`src/rtl/rtc_bus_sequencer_if.sv`:
```
// RTC multiplexed address/data bus.
//   A_D      0 = address phase, 1 = data phase
//   CS/RD/WR active-low chip select and strobes
//   bus_out  value driven onto A/D lines when bus_oe is high
//   bus_in   value sampled from A/D lines
// master: the sequencer; slave: the RTC side (or a bench model of it).
interface rtc_bus_sequencer_if #(
    parameter int DATA_W = 8
);
    logic              A_D;
    logic              CS;
    logic              RD;
    logic              WR;
    logic              bus_oe;
    logic [DATA_W-1:0] bus_out;
    logic [DATA_W-1:0] bus_in;

    modport master (output A_D, CS, RD, WR, bus_oe, bus_out, input bus_in);
    modport slave  (input A_D, CS, RD, WR, bus_oe, bus_out, output bus_in);
endinterface

```
`src/rtl/rtc_bus_sequencer.sv`:
```
// Round-robin multi-channel burst sequencer for the RTC multiplexed A/D bus.
// Ports:
//   clk, reset       clock, asynchronous active-low reset
//   req/op_rd        per-channel request and direction (1 = read)
//   addr/burst_len   per-channel start address and beats-1, packed per channel
//   wr_data          write data from the granted channel, driven after data_req
//   gnt/busy         one-hot grant for the whole burst, sequencer active
//   beat_idx         current beat within the burst
//   data_req         one-cycle request for wr_data
//   rd_data/rd_valid last read value and its update pulse
//   done/aborted     end-of-burst pulse and early-termination qualifier
//   bus              RTC bus (master modport)
//
// state    | meaning
// IDLE     | waiting for a request, arbitrate on entry of one
// ADDR_SU  | CS low, address driven, before WR
// ADDR_PW  | WR low with address
// ADDR_HD  | CS low after WR release
// GAP      | CS high, one cycle between address and data phase
// DATA_SU  | CS low, A_D high; write data requested and captured
// DATA_PW  | WR or RD low
// DATA_HD  | CS low after strobe release
// NEXT     | CS high; decide next beat or end of burst
// DONE     | done pulse, grant released
module rtc_bus_sequencer #(
    parameter int NCH     = 3,
    parameter int ADDR_W  = 8,
    parameter int DATA_W  = 8,
    parameter int BURST_W = 4,
    parameter int T_SETUP = 2,
    parameter int T_PULSE = 4,
    parameter int T_HOLD  = 2
) (
    input  logic                     clk,
    input  logic                     reset,
    input  logic [NCH-1:0]           req,
    input  logic [NCH-1:0]           op_rd,
    input  logic [NCH*ADDR_W-1:0]    addr,
    input  logic [NCH*BURST_W-1:0]   burst_len,
    input  logic [DATA_W-1:0]        wr_data,
    output logic [NCH-1:0]           gnt,
    output logic                     busy,
    output logic [BURST_W-1:0]       beat_idx,
    output logic                     data_req,
    output logic [DATA_W-1:0]        rd_data,
    output logic                     rd_valid,
    output logic                     done,
    output logic                     aborted,
    rtc_bus_sequencer_if.master      bus
);
    localparam int T_MAX = (T_SETUP > T_PULSE) ? ((T_SETUP > T_HOLD) ? T_SETUP : T_HOLD)
                                               : ((T_PULSE > T_HOLD) ? T_PULSE : T_HOLD);
    localparam int TMR_W = (T_MAX > 1) ? $clog2(T_MAX) : 1;
    localparam int PTR_W = (NCH > 1) ? $clog2(NCH) : 1;
    localparam logic [TMR_W-1:0] TSU = TMR_W'(T_SETUP - 1);
    localparam logic [TMR_W-1:0] TPW = TMR_W'(T_PULSE - 1);
    localparam logic [TMR_W-1:0] THD = TMR_W'(T_HOLD - 1);

    typedef enum logic [3:0] {
        S_IDLE, S_ADDR_SU, S_ADDR_PW, S_ADDR_HD, S_GAP,
        S_DATA_SU, S_DATA_PW, S_DATA_HD, S_NEXT, S_DONE
    } state_t;

    state_t             state, state_nx;
    logic [TMR_W-1:0]   tmr, tmr_nx;
    logic [PTR_W-1:0]   rr_ptr, win;
    logic [ADDR_W-1:0]  cur_addr;
    logic [BURST_W-1:0] len_q;
    logic [DATA_W-1:0]  data_q;
    logic               op_q, abort_q;
    logic               grant, advance, abort_set, load_wr, sample_rd;
    logic               a_d, cs_n, rd_n, wr_n, oe;
    logic [DATA_W-1:0]  bout;

    // Descending scan so the candidate closest to rr_ptr is written last and wins.
    always_comb begin : arb
        int cand;
        win  = '0;
        cand = 0;
        for (int k = NCH - 1; k >= 0; k--) begin
            cand = int'(rr_ptr) + k;
            if (cand >= NCH) cand = cand - NCH;
            if (req[cand]) win = PTR_W'(cand);
        end
    end

    always_ff @(posedge clk or negedge reset) begin
        if (!reset) begin
            state <= S_IDLE;
            tmr   <= '0;
        end else begin
            state <= state_nx;
            tmr   <= tmr_nx;
        end
    end

    always_comb begin
        state_nx  = state;
        tmr_nx    = tmr;
        grant     = 1'b0;
        advance   = 1'b0;
        abort_set = 1'b0;
        load_wr   = 1'b0;
        sample_rd = 1'b0;
        a_d       = 1'b0;
        cs_n      = 1'b1;
        rd_n      = 1'b1;
        wr_n      = 1'b1;
        oe        = 1'b0;
        bout      = '0;
        data_req  = 1'b0;
        done      = 1'b0;
        aborted   = 1'b0;
        busy      = (state != S_IDLE);
        case (state)
            S_IDLE: begin
                if (|req) begin
                    grant    = 1'b1;
                    state_nx = S_ADDR_SU;
                    tmr_nx   = TSU;
                end
            end
            S_ADDR_SU, S_ADDR_PW, S_ADDR_HD: begin
                cs_n = 1'b0;
                oe   = 1'b1;
                bout = DATA_W'(cur_addr);
                wr_n = (state != S_ADDR_PW);
                if (tmr != '0) begin
                    tmr_nx = tmr - 1'b1;
                end else if (state == S_ADDR_SU) begin
                    state_nx = S_ADDR_PW;
                    tmr_nx   = TPW;
                end else if (state == S_ADDR_PW) begin
                    state_nx = S_ADDR_HD;
                    tmr_nx   = THD;
                end else begin
                    state_nx = S_GAP;
                end
            end
            S_GAP: begin
                state_nx = S_DATA_SU;
                tmr_nx   = TSU;
            end
            S_DATA_SU, S_DATA_PW, S_DATA_HD: begin
                a_d  = 1'b1;
                cs_n = 1'b0;
                if (!op_q) begin
                    oe   = 1'b1;
                    bout = data_q;
                end
                if (state == S_DATA_SU && !op_q) begin
                    data_req = (tmr == TSU);
                    load_wr  = (tmr == '0);
                end
                if (state == S_DATA_PW) begin
                    rd_n      = !op_q;
                    wr_n      = op_q;
                    sample_rd = op_q && (tmr == '0);
                end
                if (tmr != '0) begin
                    tmr_nx = tmr - 1'b1;
                end else if (state == S_DATA_SU) begin
                    state_nx = S_DATA_PW;
                    tmr_nx   = TPW;
                end else if (state == S_DATA_PW) begin
                    state_nx = S_DATA_HD;
                    tmr_nx   = THD;
                end else begin
                    state_nx = S_NEXT;
                end
            end
            S_NEXT: begin
                // A completed last beat is a normal end even if req already dropped.
                if (beat_idx == len_q) begin
                    state_nx = S_DONE;
                end else if (!(|(req & gnt))) begin
                    abort_set = 1'b1;
                    state_nx  = S_DONE;
                end else begin
                    advance  = 1'b1;
                    state_nx = S_ADDR_SU;
                    tmr_nx   = TSU;
                end
            end
            S_DONE: begin
                done     = 1'b1;
                aborted  = abort_q;
                state_nx = S_IDLE;
            end
            default: state_nx = S_IDLE;
        endcase
    end

    always_ff @(posedge clk or negedge reset) begin
        if (!reset) begin
            gnt      <= '0;
            rr_ptr   <= '0;
            op_q     <= 1'b0;
            cur_addr <= '0;
            len_q    <= '0;
            beat_idx <= '0;
            abort_q  <= 1'b0;
            data_q   <= '0;
            rd_data  <= '0;
            rd_valid <= 1'b0;
        end else begin
            rd_valid <= sample_rd;
            if (grant) begin
                gnt      <= NCH'(1) << win;
                rr_ptr   <= (int'(win) == NCH - 1) ? '0 : win + 1'b1;
                op_q     <= op_rd[win];
                cur_addr <= addr[int'(win)*ADDR_W +: ADDR_W];
                len_q    <= burst_len[int'(win)*BURST_W +: BURST_W];
                beat_idx <= '0;
                abort_q  <= 1'b0;
            end
            if (advance) begin
                cur_addr <= cur_addr + 1'b1;
                beat_idx <= beat_idx + 1'b1;
            end
            if (abort_set) abort_q <= 1'b1;
            if (state == S_DONE) begin
                gnt      <= '0;
                beat_idx <= '0;
            end
            if (load_wr)   data_q  <= wr_data;
            if (sample_rd) rd_data <= bus.bus_in;
        end
    end

    assign bus.A_D     = a_d;
    assign bus.CS      = cs_n;
    assign bus.RD      = rd_n;
    assign bus.WR      = wr_n;
    assign bus.bus_oe  = oe;
    assign bus.bus_out = bout;
endmodule

```
`src/flat_wrapper.sv`:
```
// flat-port wrapper written by rule: the top's interface ports become plain ports
module rtc_bus_sequencer_flat 
#(
    parameter int NCH     = 3,
    parameter int ADDR_W  = 8,
    parameter int DATA_W  = 8,
    parameter int BURST_W = 4,
    parameter int T_SETUP = 2,
    parameter int T_PULSE = 4,
    parameter int T_HOLD  = 2
)
  (clk, reset, req, op_rd, addr, burst_len, wr_data, gnt, busy, beat_idx, data_req, rd_data, rd_valid, done, aborted, bus_A_D, bus_CS, bus_RD, bus_WR, bus_bus_oe, bus_bus_out, bus_bus_in);
  rtc_bus_sequencer_if #(.DATA_W(DATA_W)) bus_i ();
  input  logic clk;
  input  logic reset;
  input  logic [NCH-1:0] req;
  input  logic [NCH-1:0] op_rd;
  input  logic [NCH*ADDR_W-1:0] addr;
  input  logic [NCH*BURST_W-1:0] burst_len;
  input  logic [DATA_W-1:0] wr_data;
  output logic [NCH-1:0] gnt;
  output logic busy;
  output logic [BURST_W-1:0] beat_idx;
  output logic data_req;
  output logic [DATA_W-1:0] rd_data;
  output logic rd_valid;
  output logic done;
  output logic aborted;
  output wire logic [$bits(bus_i.A_D)-1:0] bus_A_D;
  output wire logic [$bits(bus_i.CS)-1:0] bus_CS;
  output wire logic [$bits(bus_i.RD)-1:0] bus_RD;
  output wire logic [$bits(bus_i.WR)-1:0] bus_WR;
  output wire logic [$bits(bus_i.bus_oe)-1:0] bus_bus_oe;
  output wire logic [$bits(bus_i.bus_out)-1:0] bus_bus_out;
  input wire logic [$bits(bus_i.bus_in)-1:0] bus_bus_in;
  assign bus_A_D = bus_i.A_D;
  assign bus_CS = bus_i.CS;
  assign bus_RD = bus_i.RD;
  assign bus_WR = bus_i.WR;
  assign bus_bus_oe = bus_i.bus_oe;
  assign bus_bus_out = bus_i.bus_out;
  assign bus_i.bus_in = bus_bus_in;
  rtc_bus_sequencer #(.NCH(NCH), .ADDR_W(ADDR_W), .DATA_W(DATA_W), .BURST_W(BURST_W), .T_SETUP(T_SETUP), .T_PULSE(T_PULSE), .T_HOLD(T_HOLD)) u_core (.clk(clk), .reset(reset), .req(req), .op_rd(op_rd), .addr(addr), .burst_len(burst_len), .wr_data(wr_data), .gnt(gnt), .busy(busy), .beat_idx(beat_idx), .data_req(data_req), .rd_data(rd_data), .rd_valid(rd_valid), .done(done), .aborted(aborted), .bus(bus_i));
endmodule
```
`config.mk`:
```
export PLATFORM = sky130hd
export DESIGN_NAME = rtc_bus_sequencer_flat
export DESIGN_NICKNAME = d
export VERILOG_FILES = /design/src/rtl/rtc_bus_sequencer_if.sv /design/src/rtl/rtc_bus_sequencer.sv /design/src/flat_wrapper.sv
export SDC_FILE = /design/constraint.sdc
export NUM_CORES = 1
export LEC_CHECK = 0
export BUFFER_PORTS_ARGS = -buffer_cell sky130_fd_sc_hd__buf_2
export CORE_MARGIN = 2
export CORE_UTILIZATION = 25
export DETAILED_ROUTE_END_ITERATION = 8
export PLACE_DENSITY = 0.52
export SLEW_MARGIN = 0
export SYNTH_ARGS = -nofsm -noshare
export SYNTH_HDL_FRONTEND = slang
export SYNTH_SLANG_ARGS = --single-unit
```
`constraint.sdc`:
```
create_clock -name clk -period 4.45 [get_ports clk]
set_input_delay 0.89 -clock clk [delete_from_list [all_inputs] [get_ports clk]]
set_output_delay 0.89 -clock clk [all_outputs]
set_load 0.02 [all_outputs]
```
==> results of run 1 <==
-- state kept, by name, summed over array words and instances, names as in the netlist --
register         flops
u_core.abort_q       1
u_core.rd_data       8
u_core.tmr           2
u_core.state         4
u_core.data_q        8
u_core.gnt           3
u_core.rr_ptr        2
u_core.cur_addr      8
u_core.beat_idx      4
u_core.op_q          1
u_core.rd_valid      1
u_core.len_q         4
-- Yosys cell counts, types with 3 or more instances --
cell type,n,area [sq um]
xnor2_1,6,52.6
mux2i_1,14,140
nand3_1,11,55.1
nand4_1,4,25.0
nand3b_1,3,22.5
clkbuf_1,5,18.8
buf_6,4,45.0
ha_1,5,62.6
nor2_1,24,90.1
nand2_1,46,173
o21ai_0,17,85.1
a21oi_1,16,80.1
nor3_1,7,35.0
o211ai_1,6,45.0
buf_2,8,40.0
inv_1,8,30.0
nor2b_1,13,81.3
o22ai_1,3,18.8
a211oi_1,5,37.5
dfrtp_1,46,1150
nand2b_1,4,25.0
mux2_2,10,113
-- cells in the final DEF (no fill, tap or decap), drive strengths merged, types with 3 or more instances in the layout --
cell type  netlist  final
nand3           11     11
dfrtp           46     46
o22ai            3      3
nor4             3      3
clkbuf           5      7
and2             4      4
o21ai           18     18
nand3b           3      3
and3             3      3
mux2i           14     14
nand2           47     47
ha               5      5
a21oi           16     16
inv              8      8
xnor2            6      6
nor2b           13     13
nand4            4      4
nand2b           4      4
o211ai           7      7
a211oi           6      6
mux2            11     11
nor3             8      8
nor2            25     25
buf             14     93
-- logic make-up after synthesis --
group,after synthesis,share of synthesized area [%]
AND/OR/NAND/NOR,129,23.0
buffers and inverters,28,5.19
adder cells (fa/ha/maj),5,2.18
multiplexers,25,9.34
flip-flops,46,40.1
XOR/XNOR,8,2.44
AO/OA/AOI/OAI,71,17.7
-- per-stage QoR --
step                      hold WS, ps  cells  setup slack, ps  area, sq um
after global routing              504    537             1300         3550
after detailed placement          461    529             1570         3400
after CTS                         476    537             1450         3550
final                             471    537             1460         3550
after global placement            456    529             1650         3400
after floorplan                   458    312             1850         2870
-- routing by layer --
metal,GRT usage (%),part of all wire [%],vias to the layer above
met5,0,0,-
met3,2.35,3.9,6
li1,-,-,1278
met4,3.05,1.0,0
met1,16.1,46,1232
met2,22.0,49,59
-- layout make-up --
| cell class | count | area [sq um] |
|---|---|---|
| Clock inverter | 1 | 5.00 |
| Inverter | 9 | 33.8 |
| Sequential cell | 46 | 1150 |
| Multi-Input combinational cell | 238 | 1570 |
| Fill cell | 1210 | 7770 |
| Tap cell | 143 | 179 |
| Clock buffer | 7 | 143 |
| Timing Repair Buffer | 93 | 468 |
-- power groups by stage --
stage | Sequential [W] | Combinational, W | Clock (W)
after global routing | 0.000833 | 0.00146 | 0.000411
final | 0.000800 | 0.00132 | 0.000378
after global placement | 0.000804 | 0.00133 | 0
after CTS | 0.000802 | 0.00134 | 0.000391
after detailed placement | 0.000810 | 0.00133 | 0
after floorplan | 0.000767 | 0.00103 | 0
-- worst max-delay path, cell delays in order (launching register included) --
cell	delay (ps)
dfrtp_1	790
nor2b_1	580
a21oi_1	140
nor2_1	120
buf_2	180
-- how the worst max path moves through the flow --
stage / endpoint / slack, ps / depth (start not counted)
2_1_floorplan: aborted / 1850 / 4
3_3_place_gp: u_core.cur_addr[4] / 1650 / 7
3_5_place_dp: u_core.cur_addr[4] / 1570 / 7
4_1_cts: bus_bus_out[7] / 1450 / 4
5_1_grt: bus_bus_out[7] / 1300 / 4
6_report: bus_bus_out[7] / 1460 / 4
==> results.sh, run 1 <==
export IMPL_worstSetupPathType="flop to output port"
export IMPL_relSlewSlack_pct=48.6
export IMPL_globalRouteTotalUtil_pct=12.6
export IMPL_tightest_slew_ps=766
export IMPL_gr_total_overflow=0
export IMPL_setup_viol_count_final=0
export IMPL_layout_nets=458
export IMPL_ys_seq_area_share_pct=40.1
export IMPL_cts_setup_buffers=0
export IMPL_syn2layout_area_growth_pct=23.7
export IMPL_clk_pin_slew_ps=60
export IMPL_clk_latency_ps=290
export IMPL_vdd_drop_max_uv=200
export IMPL_cp_start_kind="flop"
export IMPL_drt_pass1_iterations=4
export IMPL_rr_worst_depth=8
export IMPL_via_per_inst=4.80
export IMPL_die_h_um=111
export IMPL_hold_buffers=0
export IMPL_cts_root_buf="clkbuf_16"
export IMPL_start_util_pct=25.3
export IMPL_synth_edf_count=0
export IMPL_fmax_mhz=334
export IMPL_worstPathRequired_ps=3560
export IMPL_antenna_found_initial=0
export IMPL_tns_ps=0
export IMPL_hold_path_class="flop to flop"
export IMPL_numCtsBuffers=5
export IMPL_synthFlopType="dfrtp_1"
export IMPL_num_antenna_cells=0
export IMPL_layout_drive_gt1_share_pct=32.2
export IMPL_p_int_w=0.00135
export IMPL_first_iter_violations=88
export IMPL_pwr_share_clk_pct=15.1
export IMPL_post_route_min_period_ps=2990
export IMPL_p_switching_w=0.00116
export IMPL_die_area_sq_mm=0.0123
export IMPL_syn_num_nets=377
export IMPL_netSwitchingFraction_pct=46.2
export IMPL_route_detailed_wl_per_inst_um=14.6
export IMPL_grt_pass1_wl_um=12600
export IMPL_timing_final_crit_share_pct=67.3
export IMPL_total_power_w=0.00250
export IMPL_core_area_sq_mm=0.0113
export IMPL_pwr_share_seq_pct=32.0
export IMPL_hold_depth=2
export IMPL_io_buffers=92
export IMPL_grt_max_degree=47
export IMPL_ys_types=62
export IMPL_cts_buffer_depth=2
export IMPL_post_route_util_pct=31.3
export IMPL_timing_rr_end="u_core.cur_addr[4]"
export IMPL_reg2reg_from="u_core.rr_ptr[1]"
export IMPL_io_pins=93
export IMPL_power_share_combinational_pct=52.9
export IMPL_min_from="u_core.rd_data[6]"
export IMPL_syn_area_sq_mm=0.00287
export IMPL_startpoint="u_core.state[2]"
export IMPL_rsz0062_at_grt="false"
export IMPL_drtAntennaViolNets=0
export IMPL_grt_pass1_vias=2513
export IMPL_cap_viol_max_count=0
export IMPL_rows=39
export IMPL_drc=0
export IMPL_synth_seq_cells=46
export IMPL_totalWireLength_um=7840
export IMPL_hold_violations=0
export IMPL_cp_max_fo=19
export IMPL_vias=2575
export IMPL_synthArstFlopShare_pct=100
export IMPL_status="complete, no violations"
export IMPL_min_to="u_core.rd_data[6]"
export IMPL_postSynthAreaPerCell_sq_um=9.19
export IMPL_gp_congestion=0.808
export IMPL_skew_ps=5.62
export IMPL_crit_path_end_kind="output port"
export IMPL_p_per_area_mw_per_mm2=706
export IMPL_r2r_slack_ps=1780
export IMPL_htree_levels=2
export IMPL_cts_resized=0
export IMPL_cts_tree="built"
export IMPL_leakage_nw=1.60
export IMPL_dp_hpwl_um=5920
export IMPL_die_w_um=111
export IMPL_syn_inst=312
export IMPL_worstPathArrival_ps=2100
export IMPL_ys_warn_count=0
export IMPL_numClockSinks=46
export IMPL_slew_viol_final=0
Note: power is estimated with default switching activity, not from simulation.
==> inputs of run 2 (changes only) <==
- PLACE_DENSITY: 0.52 -> 0.54
- clock period: 4.45 -> 2.4 ns (I/O delays scaled with it)
==> run 2 against run 1 <==
Setup slack got worse by 1400 ps. Combinational power rose by 100%. Cell count is 2.2% higher. Routed wire length up 10%. Sequential share of layout area is 1.1 points lower. Sequential power rose by 82%. Critical endpoint is now data_req. Largest cell class unchanged.
==> results.sh, run 2 (synthesized netlist as in run 1, its figures left out) <==
export IMPL_grt_pass1_wl_um=14100
export IMPL_io_buffers=92
export IMPL_rsz0062_at_grt="false"
export IMPL_rr_worst_depth=8
export IMPL_cpMaxStageDelayCell="dfrtp_1"
export IMPL_cap_viol_max_count=0
export IMPL_hold_buffers=0
export IMPL_leakage_nw=1.66
export IMPL_grt_pass1_vias=2657
export IMPL_reg_largest_list="u_core.cur_addr (8), u_core.data_q (8), u_core.rd_data (8)"
export IMPL_skew_ps=2.99
export IMPL_cp_top_family="simple AND/OR/NAND/NOR gates"
export IMPL_post_route_min_period_ps=2310
export IMPL_drt_pass1_iterations=4
export IMPL_die_w_um=111
export IMPL_reg2reg_from="u_core.rr_ptr[0]"
export IMPL_die_h_um=111
export IMPL_relSlewSlack_pct=58.3
export IMPL_crit_path_max_incr_delay_ps=500
export IMPL_slew_viol_final=0
export IMPL_first_iter_violations=103
export IMPL_globalRouteTotalUtil_pct=14.2
export IMPL_io_pins=93
export IMPL_final_common_cell="buf_2"
export IMPL_num_antenna_cells=0
export IMPL_totalWireLength_um=8640
export IMPL_clk_latency_ps=290
export IMPL_layout_nets=470
export IMPL_cts_setup_buffers=0
export IMPL_drtAntennaViolNets=0
export IMPL_timing_rr_end="u_core.cur_addr[1]"
export IMPL_antenna_found_initial=0
export IMPL_via_per_inst=4.77
export IMPL_dp_hpwl_um=6650
export IMPL_cp_max_fo=10
export IMPL_cts_root_buf="clkbuf_16"
export IMPL_r2r_slack_ps=150
export IMPL_core_area_sq_mm=0.0113
export IMPL_cts_tree="built"
export IMPL_timing_final_crit_share_pct=96.1
export IMPL_hold_path_class="primary input to asynchronous set/reset pin"
export IMPL_start_util_pct=25.3
export IMPL_gr_total_overflow=0
export IMPL_layout_drive_gt1_share_pct=35.0
export IMPL_gp_congestion=0.783
export IMPL_tns_ps=0
export IMPL_fmax_mhz=434
export IMPL_layout_common_cells="92 x buf_2, 46 x nand2_1, 46 x dfrtp_1, 24 x nor2_1, 17 x o21ai_0"
export IMPL_die_area_sq_mm=0.0123
export IMPL_crit_path_end_kind="output port"
export IMPL_cts_buffer_depth=2
export IMPL_status="complete, no violations"
export IMPL_setup_slack_ps=93.5
export IMPL_route_detailed_wl_per_inst_um=15.7
export IMPL_path_buf_inv=2
export IMPL_numCtsBuffers=5
export IMPL_clk_pin_slew_ps=70
export IMPL_post_route_util_pct=32.4
export IMPL_htree_levels=2
export IMPL_syn2layout_area_growth_pct=27.9
export IMPL_numClockSinks=46
export IMPL_vdd_drop_max_uv=539
export IMPL_tightest_slew_ps=621
export IMPL_cp_start_kind="flop"
export IMPL_rows=39
export IMPL_worstSetupPathType="flop to output port"
export IMPL_worstPathRequired_ps=1920
export IMPL_path_cells="inv_1 > nand2_1 > nor4_1 > buf_2"
export IMPL_p_per_area_mw_per_mm2=1350
export IMPL_grt_max_degree=47
export IMPL_setup_viol_count_final=0
export IMPL_cp_num_cells=4
export IMPL_worstPathArrival_ps=1830
export IMPL_hold_violations=0
export IMPL_preCtsSetupSlack_ps=74.5
export IMPL_cts_resized=0
export IMPL_drc=0
export IMPL_vias=2617
-- run 2: cell count changes in the layout (fill, tap and decap cells not counted), sizes merged --
| cell | previous run | this run |
|---|---|---|
| clkbuf | 7 | 5 |
| bufinv | 0 | 1 |
| inv | 8 | 9 |
| buf | 93 | 105 |
-- run 2: layer usage --
layer / part of all wire (%) / global-route usage (%) / vias to the layer above / wire [um]
li1: - / - / 1298 / -
met1: 49 / 20.1 / 1236 / 4200
met2: 46 / 22.7 / 81 / 3950
met3: 5.4 / 3.28 / 2 / 465
met4: 0.28 / 1.98 / 0 / 24
met5: 0 / 0 / - / 0
-- run 2: final cells by class --
class	count	area, sq um
Fill cell	1198	7650
Tap cell	143	179
Sequential cell	46	1150
Timing Repair Buffer	105	562
Clock inverter	3	43.8
Multi-Input combinational cell	238	1570
Inverter	9	33.8
Clock buffer	5	125
-- run 2: where the power goes --
group | switching, W | internal [W]
Sequential | 0.000356 | 0.00111
Combinational | 0.00157 | 0.00109
Clock | 0.000322 | 0.000494
-- run 2: how the worst max path moves through the flow --
stage / slack (ps) / endpoint / start
final: 90 / data_req / u_core.state[3]
after detailed placement: 70 / u_core.cur_addr[1] / u_core.rr_ptr[0]
after global routing: 5 / bus_bus_oe / u_core.state[1]
after CTS: 60 / u_core.cur_addr[1] / u_core.rr_ptr[0]
after global placement: 180 / u_core.cur_addr[5] / u_core.rr_ptr[0]
after floorplan: 210 / aborted / u_core.state[1]
-- run 2: through the flow --
step	hold slack, ps	instances	area, sq um	power [W]
after floorplan	184	312	2870	0.00333
after global placement	454	541	3490	0.00409
after detailed placement	464	541	3490	0.00413
after CTS	326	549	3660	0.00496
after global routing	369	549	3670	0.00531
final	284	549	3670	0.00494
-- run 2: worst register-to-register path: stages (launching register included) --
cell and delay [ps]:
dfrtp_1 400, inv_1 90, ha_2 310, nand3b_1 170, a211o_1 270, a31oi_4 250, buf_6 230, mux2i_1 250
o221ai_1 150
==> inputs of run 3 (changes only) <==
- ABC_AREA: default -> 1
==> run 3 against run 2 <==
The flow now finishes with violations (DRC). Core utilization up 0.40 points. Cell count up 17%. Register-to-register slack gained 240 ps. Largest power group unchanged. Flip-flop and latch count stayed put. Non-clock buffer count is 6 lower. Total power increased by 8.7%.
==> results.sh, run 3 <==
export IMPL_status="complete, but fails checks"
export IMPL_violations="DRC"
export IMPL_skew_ps=4.49
export IMPL_synth_largest_area_cell="dfrtp_1"
export IMPL_core_area_sq_mm=0.0115
export IMPL_rr_worst_depth=14
export IMPL_worstPathArrival_ps=1780
export IMPL_ys_types=34
export IMPL_setup_slack_ps=141
export IMPL_cap_viol_max_count=0
export IMPL_cts_root_buf="clkbuf_16"
export IMPL_holdWs_ps=163
export IMPL_die_h_um=113
export IMPL_drc=4
export IMPL_netlist_area_leader_share_pct=38.7
export IMPL_vdd_drop_max_uv=473
export IMPL_timing_rr_end="u_core.cur_addr[6]"
export IMPL_antenna_found_initial=0
export IMPL_crit_path_max_incr_delay_ps=400
export IMPL_cpMostUsedCell="inv_2"
export IMPL_dp_cells=633
export IMPL_num_antenna_cells=0
export IMPL_setup_viol_count_final=0
export IMPL_hold_violations=0
export IMPL_grt_pass1_wl_um=14000
export IMPL_path_cells="inv_2 > nand2_2 > inv_2 > nor2_4 > inv_2 > nor2_1 > buf_4 > nand3_1 > o21ai_1 > buf_4"
export IMPL_r2r_slack_ps=390
export IMPL_reg2reg_from="u_core.rr_ptr[0]"
export IMPL_totalWireLength_um=8560
export IMPL_cp_top_family="buffers and inverters"
export IMPL_drt_pass1_iterations=6
export IMPL_die_w_um=113
export IMPL_gp_congestion=0.812
export IMPL_gr_total_overflow=0
export IMPL_slew_viol_final=0
export IMPL_syn_area_sq_mm=0.00297
export IMPL_fmax_mhz=443
export IMPL_cpMaxStageDelayCell="dfrtp_1"
export IMPL_numCtsBuffers=5
export IMPL_io_pins=93
export IMPL_clk_latency_ps=280
export IMPL_p_per_area_mw_per_mm2=1420
export IMPL_postSynthAreaPerCell_sq_um=7.36
export IMPL_numClockSinks=46
export IMPL_tightest_slew_ps=497
export IMPL_crit_path_end_kind="output port"
export IMPL_drtAntennaViolNets=0
export IMPL_layout_drive_gt1_share_pct=28.9
export IMPL_via_per_inst=4.60
export IMPL_yosys_top_cells_count="121 x nand2_1, 46 x dfrtp_1, 44 x nand3_1"
export IMPL_first_iter_violations=146
export IMPL_final_common_cell="nand2_1"
export IMPL_cp_max_fo=10
export IMPL_leakage_nw=2.01
export IMPL_synthArstFlopShare_pct=100
export IMPL_post_route_min_period_ps=2260
export IMPL_globalRouteTotalUtil_pct=13.5
export IMPL_layout_nets=563
export IMPL_worstSetupPathType="flop to output port"
export IMPL_hold_path_class="primary input to asynchronous set/reset pin"
export IMPL_grt_max_degree=31
export IMPL_relSlewSlack_pct=66.9
export IMPL_yosys_top_cells_area="dfrtp_1 39%, nand2_1 15%, nand3_1 7.4%"
export IMPL_syn2layout_area_growth_pct=27.1
export IMPL_preCtsSetupSlack_ps=367
export IMPL_final_cells=642
export IMPL_path_buf_inv=5
export IMPL_ys_warn_count=0
export IMPL_io_buffers=92
export IMPL_vias=2953
export IMPL_hold_buffers=0
export IMPL_synthFlopType="dfrtp_1"
export IMPL_nFillCells=1250
export IMPL_clk_pin_slew_ps=60
export IMPL_route_detailed_wl_per_inst_um=13.3
export IMPL_reg_largest_list="u_core.cur_addr (8), u_core.data_q (8), u_core.rd_data (8)"
export IMPL_synth_seq_cells=46
export IMPL_cts_buffer_depth=2
export IMPL_layout_common_cells="121 x nand2_1, 90 x buf_2, 45 x dfrtp_1, 44 x nand3_1, 39 x inv_1"
export IMPL_cts_tree="built"
export IMPL_ys_seq_area_share_pct=38.7
export IMPL_timing_final_crit_share_pct=94.1
export IMPL_start_util_pct=25.8
export IMPL_dp_hpwl_um=6850
export IMPL_grt_pass1_vias=2894
export IMPL_syn_inst=404
export IMPL_rows=39
export IMPL_htree_levels=2
export IMPL_yosysMostFrequentCell="nand2_1"
export IMPL_cp_start_kind="flop"
export IMPL_synth_edf_count=0
export IMPL_syn_num_nets=469
export IMPL_worstPathRequired_ps=1920
export IMPL_die_area_sq_mm=0.0128
==> run 3: cell types whose count changed after synthesis, sizes merged, moves of 13 or more <==
cell   before  now
a21oi      16    2
mux2i      14    0
nand3      11   45
nand2      47  128
nand4       4   17
inv         8   52
nor2b      13    0
==> run 3: final cells by class <==
| cell class | count | area [sq um] | share of cell area, % |
|---|---|---|---|
| multi-input combinational | 294 | 1560 | 41.2 |
| sequential | 46 | 1150 | 30.5 |
| timing repair buffer | 99 | 531 | 14.0 |
| inverter | 52 | 195 | 5.17 |
| tap | 143 | 179 | 4.74 |
| clock buffer | 7 | 133 | 3.51 |
| clock inverter | 1 | 30.0 | 0.795 |
==> run 3: kinds of logic (layout without fill, tap and decap cells) <==
kind of cell	after synthesis	after routing	synth area share, %
DFF	46	46	38.7
adders and majority gates	5	5	2.11
buffers and inverters	64	159	9.14
xor gates and xnor gates	11	11	3.24
AOI/OAI and AO/OA	39	39	7.92
and+or+nand+nor	231	231	35.8
muxes	8	8	3.03
==> run 3: power breakdown <==
| group | internal, W | switching [W] | total, W |
|---|---|---|---|
| clock | 0.000492 | 0.000277 | 0.000770 |
| combinational | 0.00109 | 0.00211 | 0.00320 |
| sequential | 0.00113 | 0.000267 | 0.00140 |
==> run 3: routing by layer <==
| metal | vias up | track usage [%] | wire [um] |
|---|---|---|---|
| met5 | - | 0 | 0 |
| met4 | 0 | 3.50 | 72 |
| met3 | 7 | 1.98 | 416 |
| met2 | 73 | 23.6 | 4250 |
| met1 | 1367 | 17.4 | 3830 |
| li1 | 1506 | - | - |
==> run 3: worst max path at each step <==
stage / endpoint / slack, ps / cells after the start / from
2_1_floorplan: bus_bus_out[0] / 440 / 5 / u_core.state[2]
3_3_place_gp: bus_bus_out[3] / 340 / 10 / u_core.state[1]
3_5_place_dp: bus_bus_out[4] / 370 / 10 / u_core.state[1]
4_1_cts: bus_bus_out[4] / 40 / 10 / u_core.state[0]
5_1_grt: bus_bus_out[3] / -20 / 10 / u_core.state[0]
6_report: bus_bus_out[4] / 140 / 10 / u_core.state[0]
==> run 3: timing repair <==
item	4_1_cts	5_1_grt
resized for setup	0	8
setup buffers	0	1
setup endpoints to repair	0	8
==> run 3: worst register-to-register path, delay by kind of cell, from the launching register on <==
kind / cells / cell delay [ps]
adder cells (fa/ha/maj): 1 / 360
buffers and inverters: 3 / 490
flip-flops: 1 / 350
AND/OR/NAND/NOR: 10 / 760
==> run 3: metrics by stage <==
stage	setup TNS [ps]	power (W)	utilization, %	area [sq um]
after floorplan	0	0.00377	-	2970
after global placement	0	0.00457	31.2	3590
after detailed placement	0	0.00459	31.2	3590
after CTS	0	0.00539	32.6	3750
after global routing	-18.1	0.00590	32.8	3780
final	0	0.00537	32.8	3780
